[config.mk]
export PLATFORM = sky130hd
export DESIGN_NAME = gelato_issue_arbiter_flat
export DESIGN_NICKNAME = d
export VERILOG_FILES = /design/src/rtl/gelato_issue_arbiter_pkg.sv /design/src/rtl/gelato_issue_arbiter_if.sv /design/src/rtl/gelato_issue_arbiter_picker.sv /design/src/rtl/gelato_issue_arbiter.sv /design/src/flat_wrapper.sv
export SDC_FILE = /design/constraint.sdc
export NUM_CORES = 1
export LEC_CHECK = 0
export ABC_CLOCK_PERIOD_IN_PS = 2500
export BUFFER_PORTS_ARGS = -buffer_cell sky130_fd_sc_hd__buf_2
export CAP_MARGIN = 25
export CORE_MARGIN = 4
export CORE_UTILIZATION = 35
export CTS_BUF_LIST = sky130_fd_sc_hd__clkbuf_16
export DETAILED_ROUTE_END_ITERATION = 16
export MAX_ROUTING_LAYER = met4
export PLACE_DENSITY = 0.68
export SETUP_SLACK_MARGIN = 0.15
export SKIP_LAST_GASP = 1
export SLEW_MARGIN = 10
export SYNTH_ARGS = -nofsm -noshare
export SYNTH_HDL_FRONTEND = slang
export SYNTH_SLANG_ARGS = --single-unit
export TNS_END_PERCENT = 5
[constraint.sdc]
create_clock -name clk -period 2.5 [get_ports clk]
set_clock_uncertainty 0.05 [all_clocks]
set_input_delay 0.5 -clock clk [delete_from_list [all_inputs] [get_ports clk]]
set_output_delay 0.5 -clock clk [all_outputs]
set_load 0.02 [all_outputs]
[src/rtl/gelato_issue_arbiter_pkg.sv]
// gelato_issue_pkg: shared sizes, issue-slot types and round-robin helper for the issue arbiter
package gelato_issue_pkg;

    localparam int NUM_ISSUE_QUEUES = 4;
    localparam int ISSUE_DATA_WIDTH = 32;
    localparam int ISSUE_QID_WIDTH  = $clog2(NUM_ISSUE_QUEUES);

    typedef logic [ISSUE_QID_WIDTH-1:0] issue_qid_t;

    typedef struct packed {
        issue_qid_t                  qid;
        logic [ISSUE_DATA_WIDTH-1:0] data;
    } issue_entry_t;

    function automatic int unsigned rr_next(int unsigned idx, int unsigned n);
        return (idx + 1 == n) ? 0 : idx + 1;
    endfunction

endpackage

[src/rtl/gelato_issue_arbiter_if.sv]
// gelato_issue_arbiter_if: upstream queue signals plus the issue-slot handshake
interface gelato_issue_arbiter_if
    import gelato_issue_pkg::*;
#(
    parameter int NUM_QUEUES = NUM_ISSUE_QUEUES,
    parameter int DATA_WIDTH = ISSUE_DATA_WIDTH,
    parameter int QID_WIDTH  = $clog2(NUM_QUEUES)
);
    logic                             rdy;
    logic                             flush;
    logic [NUM_QUEUES-1:0]            q_empty;
    logic [NUM_QUEUES*DATA_WIDTH-1:0] q_tail_data;
    logic [NUM_QUEUES-1:0]            q_blocked;
    logic [NUM_QUEUES-1:0]            q_pop;
    logic                             issue_valid;
    logic [DATA_WIDTH-1:0]            issue_data;
    logic [QID_WIDTH-1:0]             issue_qid;
    logic                             issue_ready;
    logic [31:0]                      issue_count;

    modport master (
        input  rdy, flush, q_empty, q_tail_data, q_blocked, issue_ready,
        output q_pop, issue_valid, issue_data, issue_qid, issue_count
    );

    modport slave (
        output rdy, flush, q_empty, q_tail_data, q_blocked, issue_ready,
        input  q_pop, issue_valid, issue_data, issue_qid, issue_count
    );
endinterface

[src/rtl/gelato_issue_arbiter_picker.sv]
// gelato_rr_picker: round-robin grant as a priority scan over the request vector doubled end to end
module gelato_rr_picker #(
    parameter int N  = 4,
    parameter int QW = $clog2(N)
) (
    input  logic [N-1:0]  req_i,
    input  logic [QW-1:0] ptr_i,
    output logic [N-1:0]  gnt_onehot_o,
    output logic [QW-1:0] gnt_idx_o,
    output logic          any_o
);
    localparam int IW = $clog2(2 * N);

    logic [2*N-1:0] dbl;

    assign dbl = {req_i, req_i};

    // scan from the far end down so the request closest to ptr wins
    always_comb begin
        gnt_idx_o = '0;
        any_o     = 1'b0;
        for (int j = N - 1; j >= 0; j--) begin
            if (dbl[IW'(int'(ptr_i) + j)]) begin
                any_o     = 1'b1;
                gnt_idx_o = QW'((int'(ptr_i) + j) % N);
            end
        end
        gnt_onehot_o = any_o ? (N'(1) << gnt_idx_o) : '0;
    end
endmodule

[src/rtl/gelato_issue_arbiter.sv]
// gelato_issue_arbiter: round-robin pop of per-warp queues into one registered issue slot
module gelato_issue_arbiter
    import gelato_issue_pkg::*;
#(
    parameter int NUM_QUEUES = NUM_ISSUE_QUEUES,
    parameter int DATA_WIDTH = ISSUE_DATA_WIDTH,
    parameter int QID_WIDTH  = $clog2(NUM_QUEUES)
) (
    input  logic                  clk,
    input  logic                  rst_n,
    gelato_issue_arbiter_if.master bus
);
    typedef struct packed {
        logic                  valid;
        logic [QID_WIDTH-1:0]  qid;
        logic [DATA_WIDTH-1:0] data;
    } slot_t;

    slot_t                 slot_q, slot_d;
    logic [QID_WIDTH-1:0]  rr_ptr_q, rr_ptr_d;
    logic [31:0]           count_q, count_d;
    logic [NUM_QUEUES-1:0] eligible, gnt_onehot;
    logic [QID_WIDTH-1:0]  gnt_idx;
    logic                  any_eligible, can_load, load;
    logic [DATA_WIDTH-1:0] tails [NUM_QUEUES];

    for (genvar g = 0; g < NUM_QUEUES; g++) begin : g_tail
        assign tails[g] = bus.q_tail_data[g*DATA_WIDTH +: DATA_WIDTH];
    end

    assign eligible = ~bus.q_empty & ~bus.q_blocked;

    gelato_rr_picker #(.N(NUM_QUEUES), .QW(QID_WIDTH)) u_picker (
        .req_i        (eligible),
        .ptr_i        (rr_ptr_q),
        .gnt_onehot_o (gnt_onehot),
        .gnt_idx_o    (gnt_idx),
        .any_o        (any_eligible)
    );

    assign can_load = bus.rdy && !bus.flush && (!slot_q.valid || bus.issue_ready);
    assign load     = can_load && any_eligible;

    assign bus.q_pop       = (load && rst_n) ? gnt_onehot : '0;
    assign bus.issue_valid = slot_q.valid;
    assign bus.issue_data  = slot_q.data;
    assign bus.issue_qid   = slot_q.qid;
    assign bus.issue_count = count_q;

    // load wins over drain; flush or an accepted/empty slot with nothing to load empties it
    always_comb begin
        slot_d   = slot_q;
        rr_ptr_d = rr_ptr_q;
        count_d  = count_q;
        if (load) begin
            slot_d   = '{valid: 1'b1, qid: gnt_idx, data: tails[gnt_idx]};
            rr_ptr_d = QID_WIDTH'(rr_next(32'(gnt_idx), NUM_QUEUES));
            count_d  = count_q + 32'd1;
        end else if (bus.rdy && (bus.flush || bus.issue_ready)) begin
            slot_d.valid = 1'b0;
        end
    end

    // slot, round-robin pointer and load counter; async reset drops any slot content
    always_ff @(posedge clk or negedge rst_n) begin
        if (!rst_n) begin
            slot_q   <= '0;
            rr_ptr_q <= '0;
            count_q  <= '0;
        end else begin
            slot_q   <= slot_d;
            rr_ptr_q <= rr_ptr_d;
            count_q  <= count_d;
        end
    end
endmodule

[src/flat_wrapper.sv]
// flat-port wrapper written by rule: the top's interface ports become plain ports
module gelato_issue_arbiter_flat import gelato_issue_pkg::*;
#(
    parameter int NUM_QUEUES = NUM_ISSUE_QUEUES,
    parameter int DATA_WIDTH = ISSUE_DATA_WIDTH,
    parameter int QID_WIDTH  = $clog2(NUM_QUEUES)
)
  (clk, rst_n, bus_rdy, bus_flush, bus_q_empty, bus_q_tail_data, bus_q_blocked, bus_issue_ready, bus_q_pop, bus_issue_valid, bus_issue_data, bus_issue_qid, bus_issue_count);
  gelato_issue_arbiter_if #(.NUM_QUEUES(NUM_QUEUES), .DATA_WIDTH(DATA_WIDTH), .QID_WIDTH(QID_WIDTH)) bus_i ();
  input  logic clk;
  input  logic rst_n;
  input wire logic [$bits(bus_i.rdy)-1:0] bus_rdy;
  input wire logic [$bits(bus_i.flush)-1:0] bus_flush;
  input wire logic [$bits(bus_i.q_empty)-1:0] bus_q_empty;
  input wire logic [$bits(bus_i.q_tail_data)-1:0] bus_q_tail_data;
  input wire logic [$bits(bus_i.q_blocked)-1:0] bus_q_blocked;
  input wire logic [$bits(bus_i.issue_ready)-1:0] bus_issue_ready;
  output wire logic [$bits(bus_i.q_pop)-1:0] bus_q_pop;
  output wire logic [$bits(bus_i.issue_valid)-1:0] bus_issue_valid;
  output wire logic [$bits(bus_i.issue_data)-1:0] bus_issue_data;
  output wire logic [$bits(bus_i.issue_qid)-1:0] bus_issue_qid;
  output wire logic [$bits(bus_i.issue_count)-1:0] bus_issue_count;
  assign bus_i.rdy = bus_rdy;
  assign bus_i.flush = bus_flush;
  assign bus_i.q_empty = bus_q_empty;
  assign bus_i.q_tail_data = bus_q_tail_data;
  assign bus_i.q_blocked = bus_q_blocked;
  assign bus_i.issue_ready = bus_issue_ready;
  assign bus_q_pop = bus_i.q_pop;
  assign bus_issue_valid = bus_i.issue_valid;
  assign bus_issue_data = bus_i.issue_data;
  assign bus_issue_qid = bus_i.issue_qid;
  assign bus_issue_count = bus_i.issue_count;
  gelato_issue_arbiter #(.NUM_QUEUES(NUM_QUEUES), .DATA_WIDTH(DATA_WIDTH), .QID_WIDTH(QID_WIDTH)) u_core (.clk(clk), .rst_n(rst_n), .bus(bus_i));
endmodule
### After elaboration in Yosys (flattened, before gate mapping)

Cells that the tools add are included.

| storage, ports and cells | value |
|---|---|
| input port bits | 141 |
| flip-flop bits (word level) | 69 |
| word-level logic and storage cells | 58 |
| output and inout port bits | 71 |

| cells by class | value |
|---|---|
| equal/unequal tests | 1 |
| $add $sub $neg | 5 |
| shift operators | 1 |
| reductions and logical operators | 10 |
| muxes and demuxes | 27 |
| bitwise gates (word level) | 4 |
| order comparisons | 5 |

Operators by type and width:

| cell | number |
|---|---|
| 32-bit binary-select mux with 2-bit select | 1 |
| 32-bit two-way mux | 2 |
| 32-bit by 1-bit adder with 32-bit output, second input constant | 1 |
| 3-bit by 5-bit < comparator with 1-bit output, second input constant | 3 |
| 1-bit two-way mux | 13 |
| 2-bit two-way mux | 5 |
| 1-bit binary-select mux with 3-bit select | 3 |
| 4-bit two-way mux | 2 |
| 4-bit NOT | 2 |
| 2-bit by 1-bit adder with 3-bit output, second input constant | 2 |
| 2-bit by 2-bit adder with 3-bit output, second input constant | 2 |
| 1-bit logical AND | 5 |
| 4-bit AND | 1 |
| 2-bit by 4-bit < comparator with 1-bit output, second input constant | 1 |
| 1-bit by 2-bit left shift with 4-bit output, first input constant | 1 |
| 3-bit == test, second input constant | 1 |
| 3-bit >= comparator, second input constant | 1 |
| 2-bit NOT with 3-bit output | 1 |
| 1-bit binary-select mux with 2-bit select | 1 |
| 1-bit logical NOT | 2 |
| 1-bit logical OR | 2 |
| 2-bit nonzero test | 1 |

### Longest topological paths before layout

| logic depth | value |
|---|---|
| depth in word-level cells | 13 |
| gate-level depth with buffers | 10 |
| depth with buffers taken out | 9 |

### Modules after synthesis

From an unflattened synthesis, not the netlist that was laid out.

| second synthesis, totals | value |
|---|---|
| cell total of the unflattened synthesis | 308 |
| area total of the unflattened synthesis | 4129.0 um2 |

Modules (own cells, without submodules):

| module | cells an instance | area an instance (um2) | instances | sequential area each (um2) |
|---|---|---|---|---|
| gelato_issue_arbiter | 256 | 3763.6 | 1 | 1726.7 |
| gelato_rr_picker | 52 | 365.4 | 1 | 0.0 |

### Least setup slack after synthesis

Ideal clock, no wire load.

| path | value |
|---|---|
| kind | register to output |
| start | register u_core.rr_ptr_q[1] |
| end | output port bus_q_pop[0] |
| slack | -0.263 ns |
| buffers on the path | 1 |
| stages on the path, launching flop included | 9 |
| arrival time | 2.213 ns |
| path through | dfrtp_1 -> ha_1 -> nand2b_1 -> o2bb2ai_1 -> o311a_1 -> a2bb2oi_2 -> buf_2 -> inv_1 -> nor3_1 |

| on the way | value |
|---|---|
| longest elaborated chain between the ends | 11 |
| elaborated cells on any way between the ends | 27 |

Ends and longest elaborated chain:

| what | RTL line | RTL |
|---|---|---|
| from (decl) | gelato_issue_arbiter.sv:20 | `logic [QID_WIDTH-1:0] rr_ptr_q, rr_ptr_d;` |
| from (signal assigned) | gelato_issue_arbiter.sv:72 | `rr_ptr_q <= rr_ptr_d;` |
| 2-bit by 2-bit adder with 3-bit output | gelato_issue_arbiter_picker.sv:23 | `if (dbl[IW'(int'(ptr_i) + j)]) begin` |
| 1-bit binary-select mux with 3-bit select | gelato_issue_arbiter_picker.sv:23 |  |
| 1-bit two-way mux (implied by the code) (2 in a row) | gelato_issue_arbiter_picker.sv:23 |  |
| 2-bit two-way mux / 1-bit two-way mux (equally long branches) (4 in a row) | gelato_issue_arbiter_picker.sv:23 |  |
| 1-bit by 2-bit left shift with 4-bit output / 1-bit logical AND (equally long branches) | gelato_issue_arbiter_picker.sv:28, gelato_issue_arbiter.sv:42 |  |
| 4-bit two-way mux / 1-bit logical AND (equally long branches) | gelato_issue_arbiter_picker.sv:28, gelato_issue_arbiter.sv:44 |  |
| 4-bit two-way mux * | gelato_issue_arbiter.sv:44 | `assign bus.q_pop = (load && rst_n) ? gnt_onehot : '0;` |
| to (decl) | flat_wrapper.sv:18 | `output wire logic [$bits(bus_i.q_pop)-1:0] bus_q_pop;` |

Every way passes the cells marked *; elsewhere a longest branch is shown, timed or not. The select of a mux whose other input is x is not followed.

### Worst setup path in the final report

Same ends and word-level chain as after synthesis.

==> flow_summary.toml <==
[routing]
drc = 0
ant_nets = 0
wire_per_inst_um = 16.80
drt_wl_total_um = 12150
dr.pass1.iters = 4
num_vias = 3668
vias_per_cell = 5.073
drt_iter0_markers = 205

[clock_network]
cts_htree_levels = 3
cts_num_sinks = 69
cts_made_buffers = 9
cts_tree = "built"
clkTransAtPathRegs_ns = 0.06
insertion_delay_ns = 0.32
cts_buffer_depth = 2
root_buffer = "clkbuf_16"

[worst_setup_path]
path_class = "reg -> out"
crit_required_ns = 1.95
crit_arrival_ns = 2.16
cp-start-kind = "register"
cp-end-kind = "output port"
path_max_fanout = 5

[sta]
drv_slew = 0
post-route-period-util_pct = 108.4
rsz0062_at_grt = "yes"
finalHoldViolCount = 0
finalSetupViolations = 22
relSlewSlack_pct = 54.58
worst-slew-pin-transition_ns = 0.6790
finalWorstSetupSlack_ns = -0.2103
setup_tns_ns = -1.019
finalCriticalPeriod_ns = 2.710
fmax_mhz = 369.0

[grt]
grt_overflow_total = 0
first_global_vias = 3866
antenna_found_initial = 0
grt_usage_pct = 19.72
grt_pass1_wl_um = 19560
grt_max_degree = 42

[floorplanning]
die_h_um = 112.0
coreArea_mm2 = 0.01042
die_x_um = 112.0
io_pins = 212
rows = 37
dieArea_mm2 = 0.01254
initial_core_util_pct = 36.34

[synthesis]
avgSynthCellArea_um2 = 10.60
synthCells = 357
ys_types = 40
synthDominantCellAreaShare_pct = 45.62
ys_ff_latch = 69
syn_area_mm2 = 0.003785
yosysSeqAreaShare_pct = 45.62
synth_nets = 501
synth_area_leader_cell = "dfrtp_1"
ys_warn_count = 0
synthTopCellsByArea = "dfrtp_1 46%, mux2i_1 17%, o221ai_1 7.4%"

[finish]
n_fill_cell = 967
drive_gt1_share_pct = 45.14
antenna_cells = 0
fin_cells = 723
post-route-util_pct = 53.19
fin_nets = 727
layout-area-overhead-vs-synth_pct = 46.38

[placed_design]
gp_congestion = 0.8360
numPortBuffers = 211
dpl.hpwl_um = 9576
dp_cells = 706

[power]
internal-power_w = 0.003203
power.switching_w = 0.001794
power_density_mw_per_mm2 = 901.8
p_leak_nw = 3.029
total_power_w = 0.004997
clkPwrFrac_pct = 29.0
vdd_drop_max_mv = 0.5074
comb_power_share_pct = 38.6
switching_share_pct = 35.90
p_seq_share_pct = 32.4

[status]
status = "finished with violations"
violations = "setup timing"

[hold_path]
hold_class = "in -> async"

[run]
maxCapViolCount = 0
-- kinds of logic after synthesis --
logic type | share of synthesized area [%]
AOI/OAI and AO/OA | 11.67
buffers and inverters | 2.810
muxes | 17.22
adders and majority gates | 0.9918
and+or+nand+nor | 14.51
xor gates and xnor gates | 7.174
DFF | 45.62
-- metal layers --
metal | GRT usage (%) | wire length (um) | up-vias
met2 | 34.09 | 6195 | 156
li1 | - | - | 1768
met3 | 4.457 | 768 | 23
met1 | 23.17 | 4900 | 1721
met5 | - | 0 | -
met4 | 5.288 | 284 | 0
-- registers in the layout (all words and copies together), names as in the netlist --
signal / flops
u_core.bus.issue_data: 32
u_core.bus.issue_count: 32
u_core.bus.issue_valid: 1
u_core.rr_ptr_q: 2
u_core.bus.issue_qid: 2
-- power by group through the flow --
stage | registers (W) | clock network (W) | logic (W)
3_5_place_dp | 0.00162 | 0 | 0.00195
3_3_place_gp | 0.00162 | 0 | 0.00190
2_1_floorplan | 0.00195 | 0 | 0.000888
5_1_grt | 0.00166 | 0.00152 | 0.00210
6_report | 0.00162 | 0.00145 | 0.00193
4_1_cts | 0.00162 | 0.00147 | 0.00195
-- critical path, stage by stage, from the launching register on --
cell,delay (ns)
dfrtp_2,0.42
ha_4,0.29
nand2b_4,0.12
o2bb2ai_2,0.09
o311a_1,0.22
a2bb2oi_4,0.20
inv_6,0.05
buf_4,0.14
nor3_4,0.17
buf_6,0.14
-- timing repair --
item                                   in CTS  in global routing
setup buffers                               1                  0
pin swaps                                   1                  0
endpoints found under the hold margin      14                  0
gates resized for setup                     4                  1
setup endpoints to repair                  27                 33
hold buffers                                1                  0
-- worst paths after layout --
| kind | cells after the start | from | slack (ns) | end |
|---|---|---|---|---|
| max | 9 | u_core.rr_ptr_q[1] | -0.21 | bus_q_pop[0] |
| min | 2 | rst_n | 0.14 | u_core.bus.issue_count[5] |
| max reg2reg | 10 | u_core.rr_ptr_q[1] | -0.04 | u_core.bus.issue_data[9] |
| min reg2reg | 2 | u_core.bus.issue_qid[1] | 0.43 | u_core.bus.issue_qid[1] |
| max in group asynchronous | 2 | rst_n | 1.20 | u_core.bus.issue_data[30] |
| min in group clk | 4 | bus_issue_ready | 0.41 | u_core.bus.issue_valid |
-- layout by cell type, fill, tap and decap left out, drive strengths merged, types with 3 or more instances in the layout --
master and count:
inv 4, nand4 5, o221ai 32, and4 5, xnor2 23, and3 3
a21oi 3, dfrtp 69, buf 233, nand3 8, o211ai 3, nand2 63
mux2i 64, bufinv 3, and2 3, nor2 12, ha 3, clkbuf 9
o21ai 4, nand2b 3, nor3 9, xor2 8
-- stage by stage --
stage / area (um2) / worst slack [ns] / hold slack [ns]
after floorplan: 3862 / 0.06846 / 0.1544
after global placement: 5171 / 0.03442 / 0.3342
after detailed placement: 5171 / -0.03396 / 0.3388
after CTS: 5537 / -0.2053 / 0.1399
after global routing: 5540 / -0.2975 / 0.1552
final: 5540 / -0.2103 / 0.1413
-- area by class of cell --
cell class	count	area [um2]	share of cell area (%)
Clock buffer	9	225.2	4.065
Clock inverter	6	111.4	2.010
Inverter	3	16.27	0.2936
Multi-Input combinational cell	266	2028	36.61
Sequential cell	69	1728	31.19
Tap cell	136	170.2	3.071
Timing Repair Buffer	234	1261	22.76
-- cells in the mapped netlist, drive strengths merged --
cell type   n
a21boi      1
a21o        1
a21oi       3
a2bb2oi     1
a31oi       1
and2        3
and3        3
and4        5
buf         8
clkbuf     11
dfrtp      69
ha          3
inv         3
mux2        1
mux2i      64
nand2      63
nand2b      3
nand3       8
nand4       5
nor2       12
nor2b       1
nor3        9
nor3b       1
nor4        2
o211a       1
o211ai      3
o21ai       4
o221ai     32
o22ai       2
o2bb2ai     1
o311a       1
or4         1
xnor2      23
xor2        8
(Power assumes the default switching activity.)
